### src/rtl/scoreboard_ctrl.sv
// rtl/scoreboard_ctrl.sv - busy-bit array sequencer with hazard checks and writeback clear queue
module scoreboard_ctrl #(
    parameter int CLR_DEPTH  = 4,
    parameter bit INIT_SWEEP = 1'b1
) (
    input  logic       clk,
    input  logic       reset_n,
    input  logic       issue_valid,
    input  logic [2:0] issue_sr1,
    input  logic [2:0] issue_sr2,
    input  logic [2:0] issue_dr,
    input  logic       issue_sr1_used,
    input  logic       issue_sr2_used,
    input  logic       issue_dr_used,
    output logic       issue_ready,
    output logic       hazard_stall,
    input  logic       wb_valid,
    input  logic [2:0] wb_dr,
    output logic       wb_ready,
    output logic       sr_enable,
    output logic       sr_set,
    output logic       sr_reset,
    output logic [2:0] sr_index,
    input  logic       sr_dataout,
    output logic       ctrl_busy
);
    localparam int          PW       = $clog2(CLR_DEPTH);
    localparam logic [PW:0] FULL_CNT = (PW + 1)'(CLR_DEPTH);

    typedef enum logic [2:0] {
        ST_INIT,
        ST_IDLE,
        ST_CHK1,
        ST_CHK2,
        ST_CHK3,
        ST_COMMIT
    } state_t;

    state_t        state;
    state_t        state_nxt;
    logic [2:0]    sweep_cnt;

    logic [2:0]    q_mem [CLR_DEPTH];
    logic [PW-1:0] q_head;
    logic [PW-1:0] q_tail;
    logic [PW:0]   q_count;
    logic          q_empty;
    logic          q_full;
    logic          q_push;
    logic          q_pop;

    assign q_empty   = (q_count == '0);
    assign q_full    = (q_count == FULL_CNT);
    // Queue drains whenever it holds anything, except while the sweep owns the port.
    assign q_pop     = !q_empty && (state != ST_INIT);
    assign q_push    = wb_valid && wb_ready;
    assign wb_ready  = reset_n && (state != ST_INIT) && !q_full;
    assign ctrl_busy = reset_n && (state != ST_IDLE);

    // State register and init sweep counter; the FSM holds while the queue owns the port.
    always_ff @(posedge clk or negedge reset_n) begin
        if (!reset_n) begin
            state     <= INIT_SWEEP ? ST_INIT : ST_IDLE;
            sweep_cnt <= 3'd0;
        end else begin
            state <= state_nxt;
            if (state == ST_INIT) begin
                sweep_cnt <= sweep_cnt + 3'd1;
            end
        end
    end

    // Clear queue pointers and occupancy; simultaneous push and pop leave the count unchanged.
    always_ff @(posedge clk or negedge reset_n) begin
        if (!reset_n) begin
            q_head  <= '0;
            q_tail  <= '0;
            q_count <= '0;
        end else begin
            if (q_push) begin
                q_tail <= q_tail + 1'b1;
            end
            if (q_pop) begin
                q_head <= q_head + 1'b1;
            end
            if (q_push && !q_pop) begin
                q_count <= q_count + 1'b1;
            end else if (q_pop && !q_push) begin
                q_count <= q_count - 1'b1;
            end
        end
    end

    // Clear queue storage; contents are only meaningful between the pointers.
    always_ff @(posedge clk) begin
        if (q_push) begin
            q_mem[q_tail] <= wb_dr;
        end
    end

    // Port arbitration: sweep, then pending clears, then the issue sequence.
    always_comb begin
        state_nxt    = state;
        sr_enable    = 1'b0;
        sr_set       = 1'b0;
        sr_reset     = 1'b0;
        sr_index     = 3'd0;
        issue_ready  = 1'b0;
        hazard_stall = 1'b0;
        if (state == ST_INIT) begin
            sr_enable = 1'b1;
            sr_reset  = 1'b1;
            sr_index  = sweep_cnt;
            if (sweep_cnt == 3'd7) begin
                state_nxt = ST_IDLE;
            end
        end else if (!q_empty) begin
            sr_enable = 1'b1;
            sr_reset  = 1'b1;
            sr_index  = q_mem[q_head];
        end else begin
            case (state)
                ST_IDLE: begin
                    if (issue_valid) begin
                        state_nxt = ST_CHK1;
                    end
                end
                ST_CHK1: begin
                    sr_index = issue_sr1;
                    if (issue_sr1_used && sr_dataout) begin
                        hazard_stall = 1'b1;
                    end else begin
                        state_nxt = ST_CHK2;
                    end
                end
                ST_CHK2: begin
                    sr_index = issue_sr2;
                    if (issue_sr2_used && sr_dataout) begin
                        hazard_stall = 1'b1;
                    end else begin
                        state_nxt = ST_CHK3;
                    end
                end
                ST_CHK3: begin
                    sr_index = issue_dr;
                    if (issue_dr_used && sr_dataout) begin
                        hazard_stall = 1'b1;
                    end else begin
                        state_nxt = ST_COMMIT;
                    end
                end
                ST_COMMIT: begin
                    issue_ready = 1'b1;
                    state_nxt   = ST_IDLE;
                    if (issue_dr_used) begin
                        sr_enable = 1'b1;
                        sr_set    = 1'b1;
                        sr_index  = issue_dr;
                    end
                end
                default: state_nxt = ST_IDLE;
            endcase
        end
        // Outputs are forced low the moment reset is asserted, not at the next edge.
        if (!reset_n) begin
            sr_enable    = 1'b0;
            sr_set       = 1'b0;
            sr_reset     = 1'b0;
            sr_index     = 3'd0;
            issue_ready  = 1'b0;
            hazard_stall = 1'b0;
        end
    end

endmodule

### config.mk
export PLATFORM = sky130hd
export DESIGN_NAME = scoreboard_ctrl
export DESIGN_NICKNAME = d
export VERILOG_FILES = /design/src/rtl/scoreboard_ctrl.sv
export SDC_FILE = /design/constraint.sdc
export NUM_CORES = 1
export LEC_CHECK = 0
export BUFFER_PORTS_ARGS = -buffer_cell sky130_fd_sc_hd__buf_4
export CAP_MARGIN = 40
export CORE_MARGIN = 2
export CORE_UTILIZATION = 47
export CTS_BUF_LIST = sky130_fd_sc_hd__clkbuf_8
export DETAILED_ROUTE_END_ITERATION = 7
export PLACE_DENSITY_LB_ADDON = 0.1
export SLEW_MARGIN = 25
export SYNTH_ARGS = -nofsm -noshare
export SYNTH_HDL_FRONTEND = slang
export SYNTH_SLANG_ARGS = --single-unit
export TNS_END_PERCENT = 5
### constraint.sdc
create_clock -name clk -period 3.8 [get_ports clk]
set_input_delay 0.76 -clock clk [delete_from_list [all_inputs] [get_ports clk]]
set_output_delay 0.76 -clock clk [all_outputs]
set_load 0.02 [all_outputs]
==> results of run 1 <==
-- cell type report --
| cell class | count | area [µm²] |
|---|---|---|
| multi-input cells | 88 | 691.9 |
| fillers | 244 | 1269 |
| repair buffers | 30 | 225.2 |
| clock buffers | 3 | 41.29 |
| flip-flops and latches | 25 | 685.7 |
| clock inverters | 1 | 8.758 |
| well taps | 33 | 41.29 |
| inverters | 4 | 15.01 |
-- worst max path at each step --
stage                     depth (start not counted)  slack [ns]            to
after floorplan                                   9        1.21    q_count[2]
after global placement                            6        1.21  hazard_stall
after detailed placement                          9        1.18    q_count[2]
after CTS                                         4        1.12        sr_set
after global routing                              9        0.97    q_count[2]
final                                             4        1.13        sr_set
-- worst max-delay path, delay by kind of cell (launching register included) --
kind	cells	cell delay, ns
simple gates	3	1.04
buf+inv	1	0.14
flops	1	0.47
-- cell usage in the layout, fill, tap and decap left out, types with 2 or more instances in the layout --
cell      count
a32o_1        3
buf_4        30
dfrtp_1      13
xnor2_1       6
and3_1        5
nor2b_1       2
nor2_1        3
edfxtp_1     12
or3_1         2
a21boi_0      2
inv_1         4
ha_1          7
mux4_2        3
clkbuf_8      3
nand2_1      13
a31oi_1       3
nand3_1       4
mux2_2        4
a21oi_1       3
nor3_1        2
o31ai_1       2
o21ai_0       7
-- report_power, final --
group	leakage (nW)	switching, mW	internal, mW	total (mW)
registers	0.263	0.0932	0.370	0.463
clock network	0.0261	0.0915	0.0769	0.168
logic	0.456	0.277	0.279	0.556
-- layer usage --
layer	vias up	GRT usage [%]	share of wire, %
li1	509	-	-
met1	477	20.92	44
met2	21	29.98	51
met3	2	3.930	4.0
met4	0	6.169	0.65
met5	-	0	0
-- metrics by stage --
stage                     power, mW  std cells  hold slack [ns]
after global routing          1.291        184           0.3391
after detailed placement      1.031        180           0.4994
after global placement        1.021        180           0.4962
after floorplan              0.8977        125           0.4644
after CTS                     1.202        184           0.3320
final                         1.187        184           0.3304
-- cells by family after synthesis --
kind of cell	count (synthesis)	synth area share, %
AND/OR/NAND/NOR	39	15.17
multiplexers	8	8.892
adder cells (fa/ha/maj)	8	7.498
AO/OA/AOI/OAI	26	12.38
flip-flops	25	47.78
buffers and inverters	12	4.010
XOR/XNOR	7	4.272
-- sequential cells by signal (all words and copies together) (netlist names), named ones only --
| register | flops |
|---|---|
| q_mem | 12 |
| q_count | 3 |
| sweep_cnt | 3 |
| q_head | 2 |
| q_tail | 2 |
| state | 2 |
-- cells in the mapped netlist, drive strengths merged (4+ instances only) --
master	count
dfrtp	13
nand2	13
edfxtp	12
o21ai	8
ha	7
and3	6
buf	6
xnor2	6
mux2	5
inv	4
nand3	4
==> flow_summary.toml, run 1 <==
[run_status]
status = "finished, final reports clean"

[critical_path]
reg2reg_setup_slack_ns = 1.18
timing.rr.end = "q_count[1]"
cp_max_fo = 9
startpoint_type = "flip-flop"
cpPeakStageDelay_ns = 0.55
path_class = "flip-flop to output port"
reg2regPathDepth = 7
cp_slowest_cell = "or3_1"
cp-startpoint = "q_count[0]"
endpoint_kind = "output port"
crit_chain = "or3_1 > nor3b_2 > and4_1 > buf_4"
arrival_ns = 1.91
crit_required_ns = 3.04

[synthesis]
synthFlopType = "dfrtp_1"
synth.distinct_cells = 41
ys_seq_area_share_pct = 47.78
synth_area_leaders = "edfxtp_1, dfrtp_1, ha_1"
synth-edff-count = 12
synth_top_area_share_pct = 25.11
syn_avg_cell_area_um2 = 11.48
syn_inst = 125
synth_nets = 153
ys_ff_latch = 25
synth_warnings = 0
syn_area_mm2 = 0.001435
synth_area_leader_cell = "edfxtp_1"
synthArstFlopShare_pct = 52.00

[global_route]
antenna_found_initial = 0
grt_max_degree = 24
grt_remaining_overflow = 0
grt_usage_pct = 17.28
grt_first_pass_wirelength_mm = 4.540
grt_pass1_vias = 1042

[clock_network]
clkSinkCount = 25
cts_buffers = 3
cts_root_buf = "clkbuf_8"
cts_buffer_depth = 2
h-tree-depth = 1
ctsHoldBuffers = 0
cts_tree = "done"
clk_latency_ns = 0.28
cts_resized = 0
post_cts.repair.setup_buffers = 0
clk_pin_slew_ns = 0.10

[place]
dp_hpwl_mm = 1.985
dpl_cell_area_mm2 = 0.001659
port_buffers = 29
dp_worst_setup_slack_ns = 1.179
gp_congestion = 0.8149

[floorplanning]
die_w_um = 59.26
core_mm2 = 0.002978
die_area_mm2 = 0.003512
rows = 20
io_pins = 30
start_util_pct = 48.19
fp.dieH_um = 59.26

[cells_and_area]
post-route-util_pct = 57.39
fin_area_mm2 = 0.001709
drive_above_1_share_pct = 30.46
antenna_cells = 0
syn_to_final_growth_pct = 19.09
nets = 180

[routing]
drtIter0Drc = 50
detail-route-antenna-nets = 0
vias = 1009
wl_per_cell_um = 14.30
routed_wl_mm = 2.631
drc = 0
routed_via_density = 5.484
firstDrtPassIters = 4

[power]
powerDensity_mw_per_mm2 = 694.5
power_leakage_nw = 0.7448
ir_drop_mv = 0.2938

[run]
cap_violations = 0

[min_path]
hp-class = "input pin to asynchronous set/reset pin"

[timing]
worst_pin_slew_ns = 0.6923
rsz0062_at_grt = "false"
fmax_mhz = 374.2
setup_tns_ns = 0
setup_viol = 0
post-route-period-util_pct = 70.32
report.final.slew_viol_count = 0
clock_skew_ns = 0.01122
hold_violations = 0
min_period_ns = 2.672
layout_setup_ws_ns = 1.128
slew-limit-headroom_pct = 53.49
(Power assumes the default switching activity.)
==> inputs of run 2 (changes only) <==
==> constraint.sdc (replaced) <==
create_clock -name clk -period 2.55 [get_ports clk]
set_input_delay 0.51 -clock clk [delete_from_list [all_inputs] [get_ports clk]]
set_output_delay 0.51 -clock clk [all_outputs]
set_load 0.02 [all_outputs]
==> flow_summary.toml, run 2 (synthesis gave the netlist of run 1 again) <==
[run_status]
status = "finished, final reports clean"

[routing]
routed_wl_mm = 2.822
wl_per_cell_um = 14.93
drc = 0
vias = 1053
detail-route-antenna-nets = 0
firstDrtPassIters = 4
drtIter0Drc = 53
routed_via_density = 5.571

[timing]
report.final.slew_viol_count = 0
worst_pin_slew_ns = 0.3445
setup_viol = 0
setup_tns_ns = 0
clock_skew_ns = 0.002737
rsz0062_at_grt = "false"
min_period_ns = 2.410
hold_violations = 0
post-route-period-util_pct = 94.49
fmax_mhz = 415.0
slew-limit-headroom_pct = 76.86

[clock_network]
clk_pin_slew_ns = 0.08
h-tree-depth = 1
cts_tree = "done"
cts_buffer_depth = 2
clk_latency_ns = 0.26
cts_root_buf = "clkbuf_8"
ctsHoldBuffers = 0
post_cts.repair.setup_buffers = 0
clkSinkCount = 25
cts_buffers = 3
cts_resized = 0

[global_route]
grt_remaining_overflow = 0
grt_pass1_vias = 1063
grt_max_degree = 23
grt_first_pass_wirelength_mm = 4.809
antenna_found_initial = 0
grt_usage_pct = 18.60

[power]
total_power_mw = 1.793
ir_drop_mv = 0.5030
power_leakage_nw = 0.7695
powerDensity_mw_per_mm2 = 1030

[run]
cap_violations = 0

[floorplanning]
core_mm2 = 0.002978
start_util_pct = 48.19
rows = 20
fp.dieH_um = 59.26
die_w_um = 59.26
io_pins = 30
die_area_mm2 = 0.003512

[critical_path]
crit_required_ns = 2.04
crit_chain = "or3_1 > nor3b_2 > and4_1 > buf_4"
arrival_ns = 1.90
crit_family = "simple AND/OR/NAND/NOR gates"
cpPeakStageDelay_ns = 0.56
endpoint_kind = "output port"
path_class = "flip-flop to output port"
cp_max_fo = 9
cp_slowest_cell = "or3_1"
startpoint_type = "flip-flop"
crit_buf_inv = 1

[cells_and_area]
syn_to_final_growth_pct = 21.36
largest_reg_flops = 12
regMostFlops = "q_mem"
nets = 185
layout_commonest_cell = "buf_4"
multi_input_area_um2 = 691.9
layout_common_cells = "buf_4, nand2_1, dfrtp_1, edfxtp_1"
antenna_cells = 0
top_regs = "q_mem: 12 flops, q_count: 3 flops, sweep_cnt: 3 flops"
drive_above_1_share_pct = 32.05
nFillCells = 261
register_area_um2 = 685.7
instances_no_fill = 189

[place]
place_inst = 185
dp_hpwl_mm = 2.191
port_buffers = 29
gp_congestion = 0.8562

[min_path]
hp-class = "input pin to asynchronous set/reset pin"
[run 2: worst paths after layout]
check | startpoint | endpoint | slack [ns] | depth (start not counted)
max in group asynchronous | reset_n | q_head[1] | 2.13 | 2
min in group clk | wb_dr[0] | q_mem[0][0] | 0.44 | 1
worst max register to register | q_count[0] | q_count[2] | 0.26 | 8
worst min-delay path | reset_n | sweep_cnt[1] | 0.22 | 2
worst max-delay path | q_count[0] | sr_set | 0.14 | 4
worst min register to register | sweep_cnt[1] | sweep_cnt[1] | 0.52 | 2
[run 2: per-stage QoR]
step	hold WS [ns]	setup slack [ns]	area (µm²)	utilization (%)
floorplan	0.2144	0.2131	1435	-
global placement	0.4873	0.2980	1697	56.97
detailed placement	0.5006	0.2528	1697	56.97
CTS	0.2215	0.1284	1742	58.49
global route	0.2313	0.01045	1742	58.49
finish	0.2192	0.1405	1742	58.49
[run 2: layout make-up]
| type | count | area share [%] |
|---|---|---|
| clock buffers | 3 | 2.371 |
| clock inverters | 1 | 0.2155 |
| inverters | 4 | 0.8621 |
| multi-input cells | 88 | 39.73 |
| flip-flops and latches | 25 | 39.37 |
| well taps | 33 | 2.371 |
| repair buffers | 35 | 15.09 |
[run 2: worst register-to-register path, cell delays in order (launching register included)]
cell and delay [ns]:
dfrtp_1 0.45, or3_1 0.56, nand2_1 0.18, ha_1 0.19
inv_1 0.06, fa_1 0.38, xor2_1 0.15, nor2_1 0.12
xnor2_1 0.13
[run 2: metal layers]
metal  global-route usage, %  routed length [µm]  vias to the layer above
met3                   3.712                 132                        4
li1                        -                   -                      524
met4                   9.740                  55                        0
met2                   30.77                1434                       30
met5                       0                   0                        -
met1                   22.88                1200                      495
[run 2: report_power, final]
group | total [mW] | switching, mW | internal (mW)
combinational | 0.910 | 0.462 | 0.448
clock | 0.224 | 0.117 | 0.108
sequential | 0.659 | 0.108 | 0.551
==> inputs of run 3 (changes only) <==
==> constraint.sdc (replaced) <==
create_clock -name clk -period 2.55 [get_ports clk]
set_input_delay 0.1275 -clock clk [delete_from_list [all_inputs] [get_ports clk]]
set_output_delay 0.1275 -clock clk [all_outputs]
set_load 0.02 [all_outputs]
==> flow_summary.toml, run 3 (synthesis gave the netlist of run 1 again) <==
[clock_network]
cts_buffer_depth = 2
post_cts.repair.setup_buffers = 0
ctsHoldBuffers = 1
cts_buffers = 3
clkSinkCount = 25
cts_tree = "done"
h-tree-depth = 1
clk_latency_ns = 0.26
cts_root_buf = "clkbuf_8"
cts_resized = 0
clk_pin_slew_ns = 0.08

[cells_and_area]
layout_common_cells = "buf_4, nand2_1, dfrtp_1, edfxtp_1"
instances_no_fill = 189
top_regs = "q_mem: 12 flops, q_count: 3 flops, sweep_cnt: 3 flops"
regMostFlops = "q_mem"
fin_area_mm2 = 0.001744
syn_to_final_growth_pct = 21.53
post-route-util_pct = 58.57
antenna_cells = 0
drive_above_1_share_pct = 31.41
layout_commonest_cell = "buf_4"
largest_reg_flops = 12
nets = 185

[critical_path]
arrival_ns = 2.49
startpoint_type = "input pin"
reg2reg_setup_slack_ns = 0.30
endpoint_kind = "flip-flop"
path_class = "input pin to flip-flop"
crit_required_ns = 2.75
timing.rr.end = "q_count[1]"
cp_max_fo = 23
reg2regPathDepth = 7

[timing]
slew-limit-headroom_pct = 49.25
fmax_mhz = 436.0
setup_tns_ns = 0
clock_skew_ns = 0.006391
report.final.slew_viol_count = 0
layout_setup_ws_ns = 0.2564
hold_violations = 0
rsz0062_at_grt = "false"
min_period_ns = 2.294
whs_ns = 0.06260
setup_viol = 0
post-route-period-util_pct = 89.95
worst_pin_slew_ns = 0.7555

[routing]
routed_via_density = 5.608
routed_wl_mm = 2.816
wl_per_cell_um = 14.90
drtIter0Drc = 98
vias = 1060
detail-route-antenna-nets = 0
firstDrtPassIters = 4
drc = 0

[floorplanning]
core_mm2 = 0.002978
die_w_um = 59.26
start_util_pct = 48.19
io_pins = 30
rows = 20
die_area_mm2 = 0.003512
fp.dieH_um = 59.26

[min_path]
hold-path-cell-count = 1
holdCritStartpoint = "wb_dr[1]"
min_to = "q_mem[3][1]"
hp-class = "input pin to flip-flop"

[place]
port_buffers = 29
dp_worst_setup_slack_ns = 0.3158
dpl_cell_area_mm2 = 0.001689
gp_congestion = 0.7904
dp_hpwl_mm = 2.104
place_inst = 184

[global_route]
grt_pass1_vias = 1047
grt_usage_pct = 17.87
grt_max_degree = 24
antenna_found_initial = 0
grt_remaining_overflow = 0
grt_first_pass_wirelength_mm = 4.671

[run_status]
status = "finished, final reports clean"

[power]
ir_drop_mv = 0.4815
power_leakage_nw = 0.7679
powerDensity_mw_per_mm2 = 1032
total_power_mw = 1.799

[run]
cap_violations = 0
==> run 3: per-layer routing <==
metal  wire (µm)  global-route usage, %
met4          48                  9.091
met2        1358                  29.51
met3          98                  2.838
met5           0                      0
met1        1310                  22.57
==> run 3: final cells by class <==
type / instances / area, µm²
Tap cell: 33 / 41.29
Fill cell: 253 / 1234
Clock buffer: 3 / 41.29
Multi-Input combinational cell: 88 / 691.9
Inverter: 4 / 15.01
Sequential cell: 25 / 685.7
Clock inverter: 1 / 3.754
Timing Repair Buffer: 35 / 265.3
==> run 3: report_power, final <==
group	internal (mW)	leakage (nW)	switching, mW
Clock	0.108	0.0269	0.116
Combinational	0.451	0.478	0.463
Sequential	0.551	0.263	0.111
==> run 3: worst max-delay path by stage <==
| stage | slack [ns] | startpoint | cells past startpoint | endpoint |
|---|---|---|---|---|
| after floorplan | 0.23 | state[0] | 8 | q_count[1] |
| after global placement | 0.38 | flip-flop | 7 | q_count[1] |
| after detailed placement | 0.32 | flip-flop | 7 | q_count[1] |
| after CTS | 0.27 | reset_n | 10 | q_count[2] |
| after global routing | 0.13 | reset_n | 10 | q_count[2] |
| final | 0.26 | reset_n | 10 | q_count[2] |
==> run 3: worst max-delay path, cell delays in order <==
cell           delay [ns]
dlygate4sd3_1        0.52
buf_4                0.26
o311a_1              0.34
and2_4               0.20
ha_1                 0.19
inv_1                0.06
fa_1                 0.37
xor2_1               0.15
nor2_1               0.13
xnor2_1              0.13
